File: src/rtl/shift_sub_div.sv
// shift_sub_div: sequential restoring divider, one quotient bit per clock.
// Uses the same start/done handshake as the shift-add multiplier next to it.
// Optional feature macro: SHIFT_SUB_DIV_SIGNED_EN (two's complement operands,
// truncating division). When it is undefined, all operands are unsigned.
//
// state | meaning
// ------+----------------------------------------------------------
// IDLE  | waiting for start; operands are captured on start
// CALC  | one shift-subtract step per cycle, WIDTH cycles in total
// DONE  | one-cycle done pulse; quotient/remainder are already valid

module shift_sub_div #(
    parameter int WIDTH = 4
) (
    input  logic             clk,
    input  logic             n_rst,
    input  logic             start,
    input  logic [WIDTH-1:0] dividend,
    input  logic [WIDTH-1:0] divisor,
    output logic             busy,
    output logic             done,
    output logic [WIDTH-1:0] quotient,
    output logic [WIDTH-1:0] remainder,
    output logic             dbz
);

    localparam int CW = (WIDTH > 2) ? $clog2(WIDTH) : 1;
    localparam logic [CW-1:0] CNT_LAST = CW'(WIDTH - 1);

    typedef enum logic [1:0] {
        IDLE = 2'd0,
        CALC = 2'd1,
        DONE = 2'd2
    } state_t;

    state_t state, state_nxt;

    logic [CW-1:0]    cnt;
    logic [WIDTH-1:0] rem_r, quo_r, dvs_r;
    logic             accept;
    logic             div_zero;
    logic [WIDTH-1:0] acc_dvd, acc_dvs;
    logic [WIDTH:0]   rem_sh;
    logic [WIDTH:0]   trial;
    logic             take;
    logic [WIDTH-1:0] rem_nxt, quo_nxt;
    logic [WIDTH-1:0] res_q, res_r;

    assign accept   = (state == IDLE) && start;
    assign div_zero = (divisor == '0);

    // The shifted partial remainder can reach 2*divisor-1, so it needs WIDTH+1
    // bits; after a successful subtract (or a restore) it fits in WIDTH again.
    assign rem_sh  = {rem_r, quo_r[WIDTH-1]};
    assign take    = (rem_sh >= {1'b0, dvs_r});
    assign trial   = rem_sh - {1'b0, dvs_r};
    assign rem_nxt = take ? trial[WIDTH-1:0] : rem_sh[WIDTH-1:0];
    assign quo_nxt = {quo_r[WIDTH-2:0], take};

`ifdef SHIFT_SUB_DIV_SIGNED_EN
    logic neg_q, neg_r;

    // Core always divides magnitudes; the most-negative value's magnitude is
    // still representable as an unsigned WIDTH-bit number.
    assign acc_dvd = dividend[WIDTH-1] ? (~dividend + 1'b1) : dividend;
    assign acc_dvs = divisor[WIDTH-1]  ? (~divisor + 1'b1)  : divisor;
    assign res_q   = neg_q ? (~quo_nxt + 1'b1) : quo_nxt;
    assign res_r   = neg_r ? (~rem_nxt + 1'b1) : rem_nxt;

    // Sign correction flags captured with the operands
    always_ff @(posedge clk or negedge n_rst) begin
        if (!n_rst) begin
            neg_q <= 1'b0;
            neg_r <= 1'b0;
        end else if (accept) begin
            neg_q <= dividend[WIDTH-1] ^ divisor[WIDTH-1];
            neg_r <= dividend[WIDTH-1];
        end
    end
`else
    assign acc_dvd = dividend;
    assign acc_dvs = divisor;
    assign res_q   = quo_nxt;
    assign res_r   = rem_nxt;
`endif

    // State register
    always_ff @(posedge clk or negedge n_rst) begin
        if (!n_rst) state <= IDLE;
        else        state <= state_nxt;
    end

    // Next-state logic; a zero divisor skips CALC entirely
    always_comb begin
        state_nxt = state;
        case (state)
            IDLE: if (start) state_nxt = div_zero ? DONE : CALC;
            CALC: if (cnt == CNT_LAST) state_nxt = DONE;
            DONE: state_nxt = IDLE;
            default: state_nxt = IDLE;
        endcase
    end

    assign busy = (state == CALC) || (state == DONE);
    assign done = (state == DONE);

    // Working registers and result registers; results load on DONE entry only
    always_ff @(posedge clk or negedge n_rst) begin
        if (!n_rst) begin
            cnt       <= '0;
            rem_r     <= '0;
            quo_r     <= '0;
            dvs_r     <= '0;
            quotient  <= '0;
            remainder <= '0;
            dbz       <= 1'b0;
        end else if (accept) begin
            cnt   <= '0;
            rem_r <= '0;
            quo_r <= acc_dvd;
            dvs_r <= acc_dvs;
            if (div_zero) begin
                quotient  <= '1;
                remainder <= dividend;
                dbz       <= 1'b1;
            end
        end else if (state == CALC) begin
            rem_r <= rem_nxt;
            quo_r <= quo_nxt;
            cnt   <= cnt + 1'b1;
            if (cnt == CNT_LAST) begin
                quotient  <= res_q;
                remainder <= res_r;
                dbz       <= 1'b0;
            end
        end
    end

endmodule

File: config.mk
export PLATFORM = sky130hd
export DESIGN_NAME = shift_sub_div
export DESIGN_NICKNAME = d
export VERILOG_FILES = /design/src/rtl/shift_sub_div.sv
export SDC_FILE = /design/constraint.sdc
export NUM_CORES = 1
export LEC_CHECK = 0
export ABC_AREA = 1
export CORE_UTILIZATION = 35
export DETAILED_ROUTE_END_ITERATION = 7
export PLACE_DENSITY = 0.58
export SETUP_SLACK_MARGIN = 0.15
export SYNTH_ARGS = -nofsm -noshare
export SYNTH_HDL_FRONTEND = slang
export SYNTH_SLANG_ARGS = --single-unit
File: constraint.sdc
create_clock -name clk -period 2.8 [get_ports clk]
set_clock_uncertainty 0.15 [all_clocks]
set_input_delay 0.56 -clock clk [delete_from_list [all_inputs] [get_ports clk]]
set_output_delay 0.56 -clock clk [all_outputs]
set_load 0.1 [all_outputs]
* Word level (Yosys, flattened, before mapping) *
Index checks and enable logic that the tools add are counted.

operators by class
  magnitude comparators = 1
  reductions and logical operators = 8
  equality and inequality tests = 6
  add/sub/neg operators = 2
  multiplexer cells = 23

operators by type and width
  operator                                             count
  2-to-1 mux 4 bit                                     13
  2-to-1 mux 2 bit                                     5
  >= comparator 5 x 4 -> 1 bit                         1
  equality test 2 bit, second input constant           2
  zero test 4 bit                                      1
  2-to-1 mux 1 bit                                     4
  != test 2 bit, second input constant                 2
  case mux 2 bit (2 select lines)                      1
  nonzero test 2 bit                                   2
  subtractor 4 bit                                     1
  AND reduction 3 bit                                  1
  adder 2 x 1 -> 2 bit, second input constant          1
  equality test 2 x 1 -> 1 bit, second input constant  1
  zero test 2 bit                                      1
  != test 2 x 1 -> 1 bit, second input constant        1
  AND reduction 2 bit                                  1
  logical AND 1 bit                                    1
  logical OR 1 bit                                     1

word-level totals
  word-level logic and storage cells = 48
  input port bits = 11
  register bits = 25
  output and inout port bits = 11

* Depth between registers and ports, before layout *
  depth after elaboration = 5
  mapped depth = 12
  depth with buffers taken out = 12

* Worst setup path after synthesis *
No wires, ideal clock.

  path kind = register -> output
  start point = reg state[1]
  end point = out busy
  arrival time = 1.226 ns
  path buffers = 0
  cell stages (with the launch flop) = 3
  required time = 2.090 ns
  slack = 0.864 ns
  cell sequence = dfrtp_1 > inv_1 > ha_1

between the ends
  word-level cells in the longest chain between the ends = 2
  elaborated cells on any way between the ends = 3
  classes of those cells = 2 x eq/ne; 1 x reduce/logical

ends and longest elaborated chain
  what                                                                        line  text
  start: declaration                                                          36    state_t state, state_nxt;
  start signal: assignment                                                    90    else state <= state_nxt;
  equality test 2 x 1 -> 1 bit / equality test 2 bit (equally long branches)  104   assign busy = (state == CALC) || (state == DONE);
  logical OR 1 bit *                                                          104
  end: declaration                                                            20    output logic busy,

Mark *: on every way between the ends. The rest lies on a longest branch, timed or not.

* Worst setup path after layout *
  start point = in start
  end point = reg remainder[0]

between the ends
  word-level cells in the longest chain between the ends = 3
  elaborated cells on any way between the ends = 6
  classes of those cells = 1 x eq/ne; 1 x mux; 4 x reduce/logical

ends and longest elaborated chain
  what                                                                           line  text
  start: declaration                                                             17    input logic start,
  logical AND 1 bit *                                                            49    assign accept = (state == IDLE) && start;
  != test 2 x 1 -> 1 bit (no line) / nonzero test 2 bit (equally long branches)  n/a
  AND reduction 3 bit (no line)                                                  n/a
  end signal: assignment                                                         124   remainder <= dividend;
  end signal: assignment                                                         133   remainder <= res_r;
  end: declaration                                                               23    output logic [WIDTH-1:0] remainder,

Marks and branches as above.
A chain may end at the register's enable or synchronous reset.

==> impl_metrics.toml <==
[die]
die_x_microns = 66.3
die-area_sq_mm = 0.00439
core-area_sq_mm = 0.00380
io_pins = 22
rows = 22
die_y_microns = 66.3
initial_core_util = 0.380

[setup_path]
worstSetupPathType = "in -> reg"
arrival_ns = 2.09
critPathSlowestCell = "clkdlybuf4s50_1"
critical_path.max_stage_delay_ns = 0.54
required_ns = 2.82
crit_fanout = 25
crit_path_frequent_cell = "nand2_8"
crit_chain = "clkdlybuf4s50_1, nand2_4, nand2_8, inv_6, nor2_8, nand2_8, nor2_1, nand3_1, nand2_1, inv_1"
critical-path-top-delay-family = "simple AND/OR/NAND/NOR gates"
crit_path_end_kind = "register"
cp-start-kind = "primary input"
worstPathBufferInverterCount = 3

[sta]
hold_viol_final = 0
setup_tns_ns = 0
rsz0062_at_grt = "no"
slew-limit-headroom = 0.783
finalCriticalPeriod_ns = 2.07
max_freq_ghz = 0.483
finalCritPeriodShare = 0.740
maxSlewViolCount = 0
worst-slew-pin-transition_ns = 0.325
setup-violations-final = 0

[yosys]
yosys-top-cells-area = "dfrtp_1 (43%), nand2_1 (11%), inv_1 (7.3%)"
synth_fp_nets = 191
ys.flop_type = "dfrtp_1"
async_flop_share = 1.00
synth_top_area_frac = 0.433
synth.most_common_cell = "nand2_1"
ys_seq_elements = 25
yosysTopAreaCell = "dfrtp_1"
synthDistinctLibCells = 24
synth_cells = 171
seq_area_frac_synth = 0.433
yosys_warnings = 0
synth-edff-count = 0
syn_area_sq_mm = 0.00145
syn_avg_cell_area_sq_um = 8.45
yosys-top-cells-count = "nand2_1 (44), inv_1 (28), dfrtp_1 (25)"

[finish]
antenna_cells = 0
multiInputGateArea_sq_um = 672
area.growth.synth_to_final_pct = 19.8
final_layout_size_suffix_gt1_frac = 0.128
regArea_sq_um = 626
nets = 216
n_fill_cell = 389

[cts]
post_cts_buffers = 0
cts.sinks = 25
clk_pin_slew_ns = 0.08
cts_buffers = 3
clockBufferDepth = 2
root_buffer = "clkbuf_8"
cts_resized = 0
clock_latency_ns = 0.26
cts_tree = "built"
hold_buffers = 0
htreeDepth = 1

[job]
drv_cap = 0

[route]
drt-total-wl_microns = 3050
num_vias = 1150
detail-route-antenna-nets = 0
first_pass_iters = 4
vias_per_cell = 4.73
drc_errors = 0
wl_per_cell_microns = 12.6
drtIter0Drc = 39

[grt]
grt_max_degree = 26
grt_antenna_before_repair = 0
grt-ovfl-total = 0
grt_pass1_vias = 1216
track_usage = 0.163
grt_first_pass_wirelength_microns = 5340

[worst_hold_path]
hold_class = "reg -> reg"

[placed_design]
routabilityCongestion = 0.828
portBuffers = 21
hpwl_microns = 2350

[status]
outcome = "complete, no violations"
==> through the flow <==
step	setup slack, ns	hold WS (ns)	utilization	cells	instance area, sq um
floorplan	0.864	0.114	-	171	1450
global placement	0.498	0.332	0.444	239	1690
detailed placement	0.440	0.325	0.444	239	1690
CTS	0.727	0.344	0.456	243	1730
global route	0.589	0.365	0.456	243	1730
finish	0.729	0.340	0.456	243	1730
==> cell type report <==
class,count,area share
sequential,25,0.361
clock buffer,4,0.0260
tap,48,0.0347
multi-input combinational,111,0.388
timing repair buffer,22,0.110
inverter,33,0.0802
==> layout by cell type (no fill, tap or decap) <==
master           instances
nand2_4                  2
buf_4                   12
nand2_8                  2
inv_6                    3
inv_1                   28
nand4_1                  5
xnor2_1                  1
fa_1                     1
dfrtp_1                 25
clkbuf_1                 1
o21ai_0                  9
clkdlybuf4s50_1         10
clkinv_1                 1
nor2_1                   8
clkbuf_8                 3
ha_1                     8
a21oi_1                  4
nand3_1                 13
or2_1                    4
o22ai_1                  1
nor2_8                   2
inv_2                    1
a31oi_1                  2
nand2_1                 44
o211ai_1                 3
o221ai_1                 2
==> registers in the layout, summed over array words and instances, names as in the netlist <==
name and count:
dvs_r 4, quo_r 4, quotient 4, rem_r 4
remainder 4, cnt 2, state 2, dbz 1
==> logic make-up (layout without fill, tap and decap cells) <==
logic type,Yosys count,after routing,share of synthesized area
AOI/OAI and AO/OA,21,21,0.0857
xor gates and xnor gates,1,1,0.00606
adders and majority gates,9,9,0.0831
buffers and inverters,35,59,0.102
DFF,25,25,0.433
and+or+nand+nor,80,80,0.290
==> per-layer routing <==
layer  GRT usage  part of all wire
met1       0.212              0.48
met2       0.265              0.47
met3      0.0155             0.025
met4      0.0878             0.021
met5           0                 0
==> path summary, 6_finish.rpt <==
| kind | start | end | slack, ns | depth (start not counted) |
|---|---|---|---|---|
| setup / recovery | start | remainder[0] | 0.73 | 10 |
| hold / removal | cnt[0] | cnt[0] | 0.34 | 1 |
| setup reg to reg | rem_r[1] | remainder[0] | 0.79 | 9 |
| hold reg to reg | cnt[0] | cnt[0] | 0.34 | 1 |
| max in group asynchronous | n_rst | remainder[1] | 1.74 | 2 |
| min in group asynchronous | n_rst | rem_r[2] | 0.51 | 2 |
Power is not shown: default switching activity piles up to over one toggle a cycle in this logic, so the estimate is an artifact.
